File: config.mk
export PLATFORM = sky130hd
export DESIGN_NAME = rv_bus_arbiter
export DESIGN_NICKNAME = d
export VERILOG_FILES = /design/src/rtl/rv_bus_arbiter.sv
export SDC_FILE = /design/constraint.sdc
export NUM_CORES = 1
export LEC_CHECK = 0
export BUFFER_PORTS_ARGS = -buffer_cell sky130_fd_sc_hd__buf_2
export CELL_PAD_IN_SITES_DETAIL_PLACEMENT = 1
export CELL_PAD_IN_SITES_GLOBAL_PLACEMENT = 1
export CORE_MARGIN = 3
export CORE_UTILIZATION = 36
export CTS_CLUSTER_SIZE = 16
export DETAILED_ROUTE_END_ITERATION = 10
export PLACE_DENSITY_LB_ADDON = 0.15
export SYNTH_ARGS = -nofsm -noshare
export SYNTH_HDL_FRONTEND = slang
export SYNTH_SLANG_ARGS = --single-unit
File: constraint.sdc
create_clock -name i_clk -period 2.3 [get_ports i_clk]
set_input_delay 0.23 -clock i_clk [delete_from_list [all_inputs] [get_ports i_clk]]
set_output_delay 0.23 -clock i_clk [all_outputs]
set_load 0.02 [all_outputs]
File: src/rtl/rv_bus_arbiter.sv
// rv_bus_arbiter: shares one single-port memory bus between the instruction
// fetch port and the load/store data port of the RV core. Data requests win
// by default; fetch is forced through after DATA_PRIO_MAX back-to-back data
// grants. One transaction is outstanding at a time. A hung transaction is
// aborted after TIMEOUT busy cycles and acked with err=1.
//
// Ports
//   i_clk, i_reset_n               clock, synchronous active-low reset
//   i_ifetch_req/addr              fetch request (word address [31:2])
//   o_ifetch_ack/err/data          fetch completion pulse, timeout flag, word
//   i_dmem_req/we/addr/sel/wdata   data request (byte address, lanes, store data)
//   o_dmem_ack/err/rdata           data completion pulse, timeout flag, load data
//   o_bus_req/we/addr/sel/wdata    downstream request, held until i_bus_ack
//   i_bus_ack, i_bus_rdata         downstream single-cycle completion and data
module rv_bus_arbiter #(
    parameter int unsigned DATA_PRIO_MAX = 4,
    parameter int unsigned TIMEOUT       = 255
) (
    input  logic        i_clk,
    input  logic        i_reset_n,
    input  logic        i_ifetch_req,
    input  logic [29:0] i_ifetch_addr,
    output logic        o_ifetch_ack,
    output logic        o_ifetch_err,
    output logic [31:0] o_ifetch_data,
    input  logic        i_dmem_req,
    input  logic        i_dmem_we,
    input  logic [31:0] i_dmem_addr,
    input  logic [3:0]  i_dmem_sel,
    input  logic [31:0] i_dmem_wdata,
    output logic        o_dmem_ack,
    output logic        o_dmem_err,
    output logic [31:0] o_dmem_rdata,
    output logic        o_bus_req,
    output logic        o_bus_we,
    output logic [31:0] o_bus_addr,
    output logic [3:0]  o_bus_sel,
    output logic [31:0] o_bus_wdata,
    input  logic        i_bus_ack,
    input  logic [31:0] i_bus_rdata
);

    localparam int unsigned STREAK_W = $clog2(DATA_PRIO_MAX + 1);
    localparam int unsigned CNT_W    = (TIMEOUT > 1) ? $clog2(TIMEOUT) : 1;

    typedef enum logic [1:0] {
        S_IDLE = 2'd0,
        S_BUSY = 2'd1,
        S_RESP = 2'd2
    } state_t;

    state_t              state;
    logic                owner_data;
    logic [STREAK_W-1:0] streak;
    logic [CNT_W-1:0]    tmo_cnt;

    logic fetch_wins_c;
    logic streak_max_c;
    logic timeout_hit_c;

    // Fetch wins when it is alone or data has used up its consecutive-grant budget.
    assign streak_max_c  = (streak == STREAK_W'(DATA_PRIO_MAX));
    assign fetch_wins_c  = i_ifetch_req && (!i_dmem_req || streak_max_c);
    assign timeout_hit_c = (tmo_cnt == CNT_W'(TIMEOUT - 1));

    // Arbitration / transaction FSM with registered outputs.
    always_ff @(posedge i_clk) begin
        if (!i_reset_n) begin
            state         <= S_IDLE;
            owner_data    <= 1'b0;
            streak        <= '0;
            tmo_cnt       <= '0;
            o_bus_req     <= 1'b0;
            o_bus_we      <= 1'b0;
            o_bus_addr    <= '0;
            o_bus_sel     <= '0;
            o_bus_wdata   <= '0;
            o_ifetch_ack  <= 1'b0;
            o_ifetch_err  <= 1'b0;
            o_ifetch_data <= '0;
            o_dmem_ack    <= 1'b0;
            o_dmem_err    <= 1'b0;
            o_dmem_rdata  <= '0;
        end else begin
            case (state)
                S_IDLE: begin
                    if (!i_ifetch_req) begin
                        streak <= '0;
                    end
                    if (fetch_wins_c) begin
                        o_bus_req   <= 1'b1;
                        o_bus_we    <= 1'b0;
                        o_bus_addr  <= {i_ifetch_addr, 2'b00};
                        o_bus_sel   <= 4'hF;
                        o_bus_wdata <= '0;
                        owner_data  <= 1'b0;
                        streak      <= '0;
                        tmo_cnt     <= '0;
                        state       <= S_BUSY;
                    end else if (i_dmem_req) begin
                        o_bus_req   <= 1'b1;
                        o_bus_we    <= i_dmem_we;
                        o_bus_addr  <= i_dmem_addr;
                        o_bus_sel   <= i_dmem_sel;
                        o_bus_wdata <= i_dmem_wdata;
                        owner_data  <= 1'b1;
                        tmo_cnt     <= '0;
                        // Only count data grants that actually made fetch wait.
                        if (i_ifetch_req && !streak_max_c) begin
                            streak <= streak + STREAK_W'(1);
                        end
                        state <= S_BUSY;
                    end
                end

                S_BUSY: begin
                    // Ack takes precedence over a timeout landing on the same cycle.
                    if (i_bus_ack) begin
                        o_bus_req <= 1'b0;
                        if (owner_data) begin
                            o_dmem_ack   <= 1'b1;
                            o_dmem_err   <= 1'b0;
                            o_dmem_rdata <= o_bus_we ? 32'd0 : i_bus_rdata;
                        end else begin
                            o_ifetch_ack  <= 1'b1;
                            o_ifetch_err  <= 1'b0;
                            o_ifetch_data <= i_bus_rdata;
                        end
                        state <= S_RESP;
                    end else if (timeout_hit_c) begin
                        o_bus_req <= 1'b0;
                        if (owner_data) begin
                            o_dmem_ack   <= 1'b1;
                            o_dmem_err   <= 1'b1;
                            o_dmem_rdata <= '0;
                        end else begin
                            o_ifetch_ack  <= 1'b1;
                            o_ifetch_err  <= 1'b1;
                            o_ifetch_data <= '0;
                        end
                        state <= S_RESP;
                    end else begin
                        tmo_cnt <= tmo_cnt + CNT_W'(1);
                    end
                end

                S_RESP: begin
                    // Single-cycle ack pulse; requester drops or renews meanwhile.
                    o_ifetch_ack <= 1'b0;
                    o_ifetch_err <= 1'b0;
                    o_dmem_ack   <= 1'b0;
                    o_dmem_err   <= 1'b0;
                    state        <= S_IDLE;
                end

                default: begin
                    state <= S_IDLE;
                end
            endcase
        end
    end

endmodule

* Word level (Yosys, flattened, before mapping) *
Cells that the tools add are included.

cells by class
  $add $sub $neg = 2
  $mul = 0
  divide/modulo/power cells = 0
  $lt $le $gt $ge = 0
  equality and inequality tests = 10
  shift operators = 0
  multiplexer cells = 55
  bitwise gates (word level) = 1
  reductions and logical operators = 19

operators by type and width
  cell                                                 number
  2-to-1 mux 32 bit                                    13
  2-to-1 mux 8 bit                                     4
  2-to-1 mux 1 bit                                     21
  one-hot mux 8 bit (2 select lines)                   1
  AND reduction 3 bit                                  5
  2-to-1 mux 3 bit                                     4
  one-hot mux 1 bit (2 select lines)                   5
  adder 8 x 1 -> 8 bit, second input constant          1
  equality test 8 bit, second input constant           1
  2-to-1 mux 2 bit                                     4
  2-to-1 mux 4 bit                                     2
  inequality test 2 bit, second input constant         4
  nonzero test 2 bit                                   4
  inequality test 3 bit, second input constant         2
  AND reduction 2 bit                                  3
  one-hot mux 2 bit (2 select lines)                   1
  AND reduction 4 bit                                  1
  adder 3 x 1 -> 3 bit, second input constant          1
  equality test 3 bit, second input constant           1
  equality test 2 x 1 -> 1 bit, second input constant  1
  equality test 2 bit, second input constant           1
  logical AND 1 bit                                    2
  logical NOT 1 bit                                    2
  logical NOT 2 bit                                    1
  other kinds (2)                                      2

word-level totals
  flip-flop bits (word level) = 152
  latch bits = 0
  bits in writable memories = 0
  bits in read-only memories = 0
  bits of input ports = 136
  output and inout port bits = 138
  word-level logic and storage cells = 102
  memories = 0

* Depth between registers and ports, before layout *
  depth after elaboration = 6
  depth in mapped cells = 9
  gate-level depth less buffers = 6

* Least setup slack after synthesis *
No wires, ideal clock.

  path kind = register -> register
  start = reg state[0]
  end = reg tmo_cnt[2]
  setup time = 128 ps
  data arrival time = 1,459 ps
  setup slack = 713 ps
  stages on the path, launching flop included = 8
  path buffers = 2
  path through = dfxtp_1 -> inv_1 -> ha_1 -> clkbuf_1 -> o21ai_1 -> clkbuf_1 -> o211ai_1 -> o32ai_1

between the ends
  word-level cells in the longest chain between the ends = 3
  elaborated cells between the ends (all ways) = 8

ends and longest elaborated chain
  element                                                                   RTL line  RTL
  start: declaration                                                        52        state_t state;
  start signal: assignment                                                  69        state <= S_IDLE;
  start signal: assignment                                                  99        state <= S_BUSY;
  start signal: assignment                                                  112       state <= S_BUSY;
  equality test 2 x 1 -> 1 bit / logical NOT 2 bit (equally long branches)  85        case (state)
  inequality test 2 bit (no source line) (tied with other cells)            n/a
  AND reduction 4 bit (no source line)                                      n/a
  end signal: assignment                                                    143       tmo_cnt <= tmo_cnt + CNT_W'(1);
  end: declaration                                                          55        logic [CNT_W-1:0] tmo_cnt;

Several ways; a longest one is shown, not always the timed one.
A chain may end at the register's enable or synchronous reset.

* Final worst setup path *
  start = reg state[1]
  end = reg tmo_cnt[7]

The elaborated chain is that of the path after synthesis.

==> run_summary.xml <==
<?xml version="1.0" encoding="UTF-8"?>
<metrics>
  <group name="logic_synthesis">
    <metric name="synth_warnings" unit="">0</metric>
    <metric name="count_of_flip_flops_with_a_built_in_enable_after_synthesis" unit="">0</metric>
    <metric name="yosysTopAreaCellShare" unit="%">50.8</metric>
    <metric name="mappedNetlistNets" unit="">839</metric>
    <metric name="synth_compound_gate_area_share" unit="%">22.3</metric>
    <metric name="post_synth_inst_count" unit="">695</metric>
    <metric name="synthTopCellsByCount" unit="">sky130_fd_sc_hd__dfxtp_1, sky130_fd_sc_hd__nand2_1, sky130_fd_sc_hd__o21ai_0</metric>
    <metric name="synth_adder_area_share" unit="%">1.67</metric>
    <metric name="synth_most_common_cell" unit="">sky130_fd_sc_hd__dfxtp_1</metric>
    <metric name="synthTopCellsByArea" unit="">sky130_fd_sc_hd__dfxtp_1, sky130_fd_sc_hd__nand2_1, sky130_fd_sc_hd__o21ai_0</metric>
    <metric name="post_synth_xor_area_fraction" unit="%">0</metric>
    <metric name="mapped_cell_area" unit="sq mm">0.00599</metric>
    <metric name="post_synthesis_register_bit_count" unit="">152</metric>
    <metric name="yosysUniqueCellTypes" unit="">56</metric>
    <metric name="synth_sequential_area_ratio" unit="%">50.8</metric>
    <metric name="synth_simple_gate_area_share" unit="%">19.3</metric>
    <metric name="dominant_combinational_cell_family_by_area_after_synthesis" unit="">compound AO/OA/AOI/OAI gates</metric>
    <metric name="synth_largest_area_cell" unit="">sky130_fd_sc_hd__dfxtp_1</metric>
    <metric name="synthArstFlopShare" unit="%">0</metric>
    <metric name="synthesis.area_per_instance" unit="sq um">8.62</metric>
    <metric name="synthMuxAreaShare" unit="%">0.355</metric>
    <metric name="postSynth.topFlopCell" unit="">sky130_fd_sc_hd__dfxtp_1</metric>
  </group>
  <group name="die">
    <metric name="floorplan.core_area" unit="sq mm">0.0161</metric>
    <metric name="starting_utilization_of_the_core_area" unit="%">37.3</metric>
    <metric name="die_y" unit="um">135</metric>
    <metric name="die_width" unit="um">135</metric>
    <metric name="io_pins" unit="">274</metric>
    <metric name="die_area" unit="sq mm">0.0182</metric>
    <metric name="rows" unit="">46</metric>
  </group>
  <group name="hold_path">
    <metric name="hold_path_end" unit="">o_ifetch_data[22]</metric>
    <metric name="class_of_the_tightest_hold_or_removal_check" unit="">in2reg</metric>
    <metric name="min_from" unit="">i_bus_rdata[22]</metric>
    <metric name="hold_depth" unit="">2</metric>
  </group>
  <group name="sta">
    <metric name="tightestPinTransition" unit="ns">0.768</metric>
    <metric name="setup_tns" unit="ns">0</metric>
    <metric name="timing.max_slew.rel_slack" unit="%">48.6</metric>
    <metric name="post-route-period-util" unit="%">82.2</metric>
    <metric name="clock_period_minus_worst_slack" unit="ns">1.89</metric>
    <metric name="fin_hold_ws" unit="ns">0.0367</metric>
    <metric name="setup_failing_eps_final" unit="">0</metric>
    <metric name="fin_worst_skew" unit="ns">0.0117</metric>
    <metric name="clock.fmax" unit="MHz">529</metric>
    <metric name="report.final.slew_viol_count" unit="">0</metric>
    <metric name="hold_viol_final" unit="">0</metric>
    <metric name="rsz_0062_raised_after_global_routing" unit="">false</metric>
  </group>
  <group name="critical_path">
    <metric name="setup.worst_path.end_class" unit="">flip-flop</metric>
    <metric name="critical_path.slowest_cell" unit="">sky130_fd_sc_hd__ha_2</metric>
    <metric name="rr_endpoint" unit="">tmo_cnt[7]</metric>
    <metric name="crit_path_max_incr_delay" unit="ns">0.39</metric>
    <metric name="rr_worst_depth" unit="">6</metric>
    <metric name="timing_worst_setup_path_type" unit="">reg2reg</metric>
    <metric name="critical-path-top-delay-family" unit="">compound AO/OA/AOI/OAI gates</metric>
    <metric name="timing.critical_path.buf_inv" unit="">1</metric>
    <metric name="worstPathCellList" unit="">inv_1, ha_2, nor2b_1, nand2_1, o32a_1, o31ai_1</metric>
    <metric name="critPathRequiredTime" unit="ns">2.62</metric>
    <metric name="reg2reg_setup_slack" unit="ns">0.41</metric>
    <metric name="worstPathArrival" unit="ns">2.21</metric>
    <metric name="regToRegStartpoint" unit="">state[1]</metric>
    <metric name="cp_max_fo" unit="">19</metric>
    <metric name="worstSetupStartpointType" unit="">flip-flop</metric>
    <metric name="critPathLaunch" unit="">state[1]</metric>
  </group>
  <group name="placed_design">
    <metric name="dp.final_hpwl" unit="um">15200</metric>
    <metric name="portBuffers" unit="">273</metric>
    <metric name="place.gp.congestion" unit="">0.820</metric>
  </group>
  <group name="clocking">
    <metric name="worst_setup_hold_path_clk_slew" unit="ns">0.07</metric>
    <metric name="cts_hold_repair.buffers" unit="">0</metric>
    <metric name="cts_num_sinks" unit="">152</metric>
    <metric name="clock_tree.htree_level_count" unit="">4</metric>
    <metric name="ctsResizeCount" unit="">0</metric>
    <metric name="post-cts-setup-buffers" unit="">0</metric>
    <metric name="worstSkewPairLatency" unit="ns">0.42</metric>
    <metric name="clock_tree.root_cell" unit="">sky130_fd_sc_hd__clkbuf_16</metric>
    <metric name="max-clock-path-buffers" unit="">2</metric>
    <metric name="clock_tree_from_tritoncts" unit="">done</metric>
    <metric name="numCtsBuffers" unit="">17</metric>
  </group>
  <group name="run">
    <metric name="max-cap-violations" unit="">0</metric>
  </group>
  <group name="outcome">
    <metric name="outcome" unit="">complete, no violations</metric>
  </group>
  <group name="pwr">
    <metric name="power.ir.vdd_worst" unit="mV">0.627</metric>
    <metric name="power.density" unit="mW/mm^2">901</metric>
    <metric name="leak_pwr" unit="nW">3.71</metric>
    <metric name="post-layout-total-power" unit="mW">7.35</metric>
  </group>
  <group name="final_layout">
    <metric name="drive_gt1_share" unit="%">35.4</metric>
    <metric name="relative_area_change_from_synthesis_to_final_layout" unit="%">36.2</metric>
    <metric name="finalNetCount" unit="">1086</metric>
    <metric name="fillers" unit="">1998</metric>
  </group>
  <group name="routing">
    <metric name="routed_wirelength" unit="um">20800</metric>
    <metric name="final_antenna_net_count" unit="">0</metric>
    <metric name="drc_errors" unit="">0</metric>
    <metric name="drt_first_iter_violations" unit="">249</metric>
    <metric name="first_pass_iters" unit="">4</metric>
    <metric name="vias" unit="">6172</metric>
    <metric name="routedWlPerCell" unit="um">17.7</metric>
    <metric name="post_drt_via_cell_ratio" unit="">5.27</metric>
  </group>
  <group name="global_routing">
    <metric name="globalRouteTotalUtil" unit="%">22.7</metric>
    <metric name="first_pass_grt_wire_length" unit="um">33700</metric>
    <metric name="grt-ovfl-total" unit="">0</metric>
    <metric name="antenna_found_initial" unit="">2</metric>
    <metric name="maximum_number_of_pins_on_one_net_before_global_route_repair" unit="">46</metric>
    <metric name="via_count_of_the_first_global_routing_pass" unit="">6638</metric>
  </group>
</metrics>
## how the worst max path moves through the flow
stage | cells after the start | endpoint
after global placement | 6 | tmo_cnt[7]
final | 6 | tmo_cnt[7]
after detailed placement | 6 | o_ifetch_data[20]
after floorplan | 7 | tmo_cnt[2]
after CTS | 6 | tmo_cnt[7]
after global routing | 6 | tmo_cnt[7]
## per-layer routing
metal | share of wire [%] | global-route usage (%) | vias up
met5 | 0.063 | 0 | -
met4 | 2.1 | 8.06 | 2
met3 | 7.1 | 7.30 | 34
met2 | 50 | 39.4 | 201
met1 | 41 | 26.2 | 2950
li1 | - | - | 2985
## worst register-to-register path: cells and delay by family (launching register included)
kind / cells / cell delay [ns]
adders and majority gates: 1 / 0.39
DFF: 1 / 0.32
AOI/OAI and AO/OA: 2 / 0.55
buffers and inverters: 1 / 0.11
and+or+nand+nor: 2 / 0.43
## power breakdown
part	leakage [nW]	internal (mW)	switching, mW
clock network	0.277	1.55	1.18
logic	2.19	0.554	1.05
registers	1.24	2.89	0.137
## cells in the final DEF (no fill, tap or decap), types with 3 or more instances in the layout
| master | n |
|---|---|
| sky130_fd_sc_hd__clkbuf_16 | 17 |
| sky130_fd_sc_hd__clkinvlp_4 | 3 |
| sky130_fd_sc_hd__clkinv_4 | 5 |
| sky130_fd_sc_hd__o21ai_0 | 71 |
| sky130_fd_sc_hd__inv_1 | 9 |
| sky130_fd_sc_hd__buf_4 | 17 |
| sky130_fd_sc_hd__nor2_1 | 10 |
| sky130_fd_sc_hd__and2_1 | 3 |
| sky130_fd_sc_hd__buf_2 | 273 |
| sky130_fd_sc_hd__a21oi_1 | 43 |
| sky130_fd_sc_hd__a31oi_1 | 31 |
| sky130_fd_sc_hd__o21a_1 | 5 |
| sky130_fd_sc_hd__a22o_1 | 32 |
| sky130_fd_sc_hd__nand4_1 | 36 |
| sky130_fd_sc_hd__ha_1 | 7 |
| sky130_fd_sc_hd__and3_1 | 3 |
| sky130_fd_sc_hd__buf_12 | 4 |
| sky130_fd_sc_hd__nand2_1 | 132 |
| sky130_fd_sc_hd__dfxtp_1 | 152 |
| sky130_fd_sc_hd__o211ai_1 | 8 |
| sky130_fd_sc_hd__nor2b_1 | 3 |
| sky130_fd_sc_hd__nand3_1 | 41 |
## metrics by stage
| step | cells | utilization (%) | area (sq um) | setup WS [ns] |
|---|---|---|---|---|
| 3_5_place_dp | 1139 | 47.1 | 7570 | 0.269 |
| 3_3_place_gp | 1139 | 47.1 | 7570 | 0.395 |
| 6_report | 1172 | 50.8 | 8160 | 0.410 |
| 4_1_cts | 1171 | 50.8 | 8150 | 0.254 |
| 5_1_grt | 1172 | 50.8 | 8160 | 0.183 |
| 2_1_floorplan | 695 | - | 5990 | 0.713 |
## sequential cells by signal, indices dropped and copies added (netlist names)
name,count
o_bus_addr,32
o_bus_wdata,32
o_dmem_rdata,32
o_ifetch_data,32
tmo_cnt,8
o_bus_sel,4
streak,3
state,2
o_bus_req,1
o_bus_we,1
o_dmem_ack,1
o_dmem_err,1
o_ifetch_ack,1
o_ifetch_err,1
owner_data,1
## logic make-up after synthesis
| logic type | count (synthesis) |
|---|---|
| muxes | 2 |
| DFF | 152 |
| and+or+nand+nor | 245 |
| AOI/OAI and AO/OA | 212 |
| buffers and inverters | 76 |
| adders and majority gates | 8 |
## final cells by class
cell class	instances	area, sq um	area share [%]
clock inverter	14	141	1.73
clock buffer	18	439	5.38
timing repair buffer	294	1570	19.3
antenna	1	2.50	0.0307
sequential	152	3040	37.3
inverter	10	37.5	0.460
multi-input combinational	467	2650	32.5
tap	216	270	3.31
Note: power is estimated with default switching activity, not from simulation.
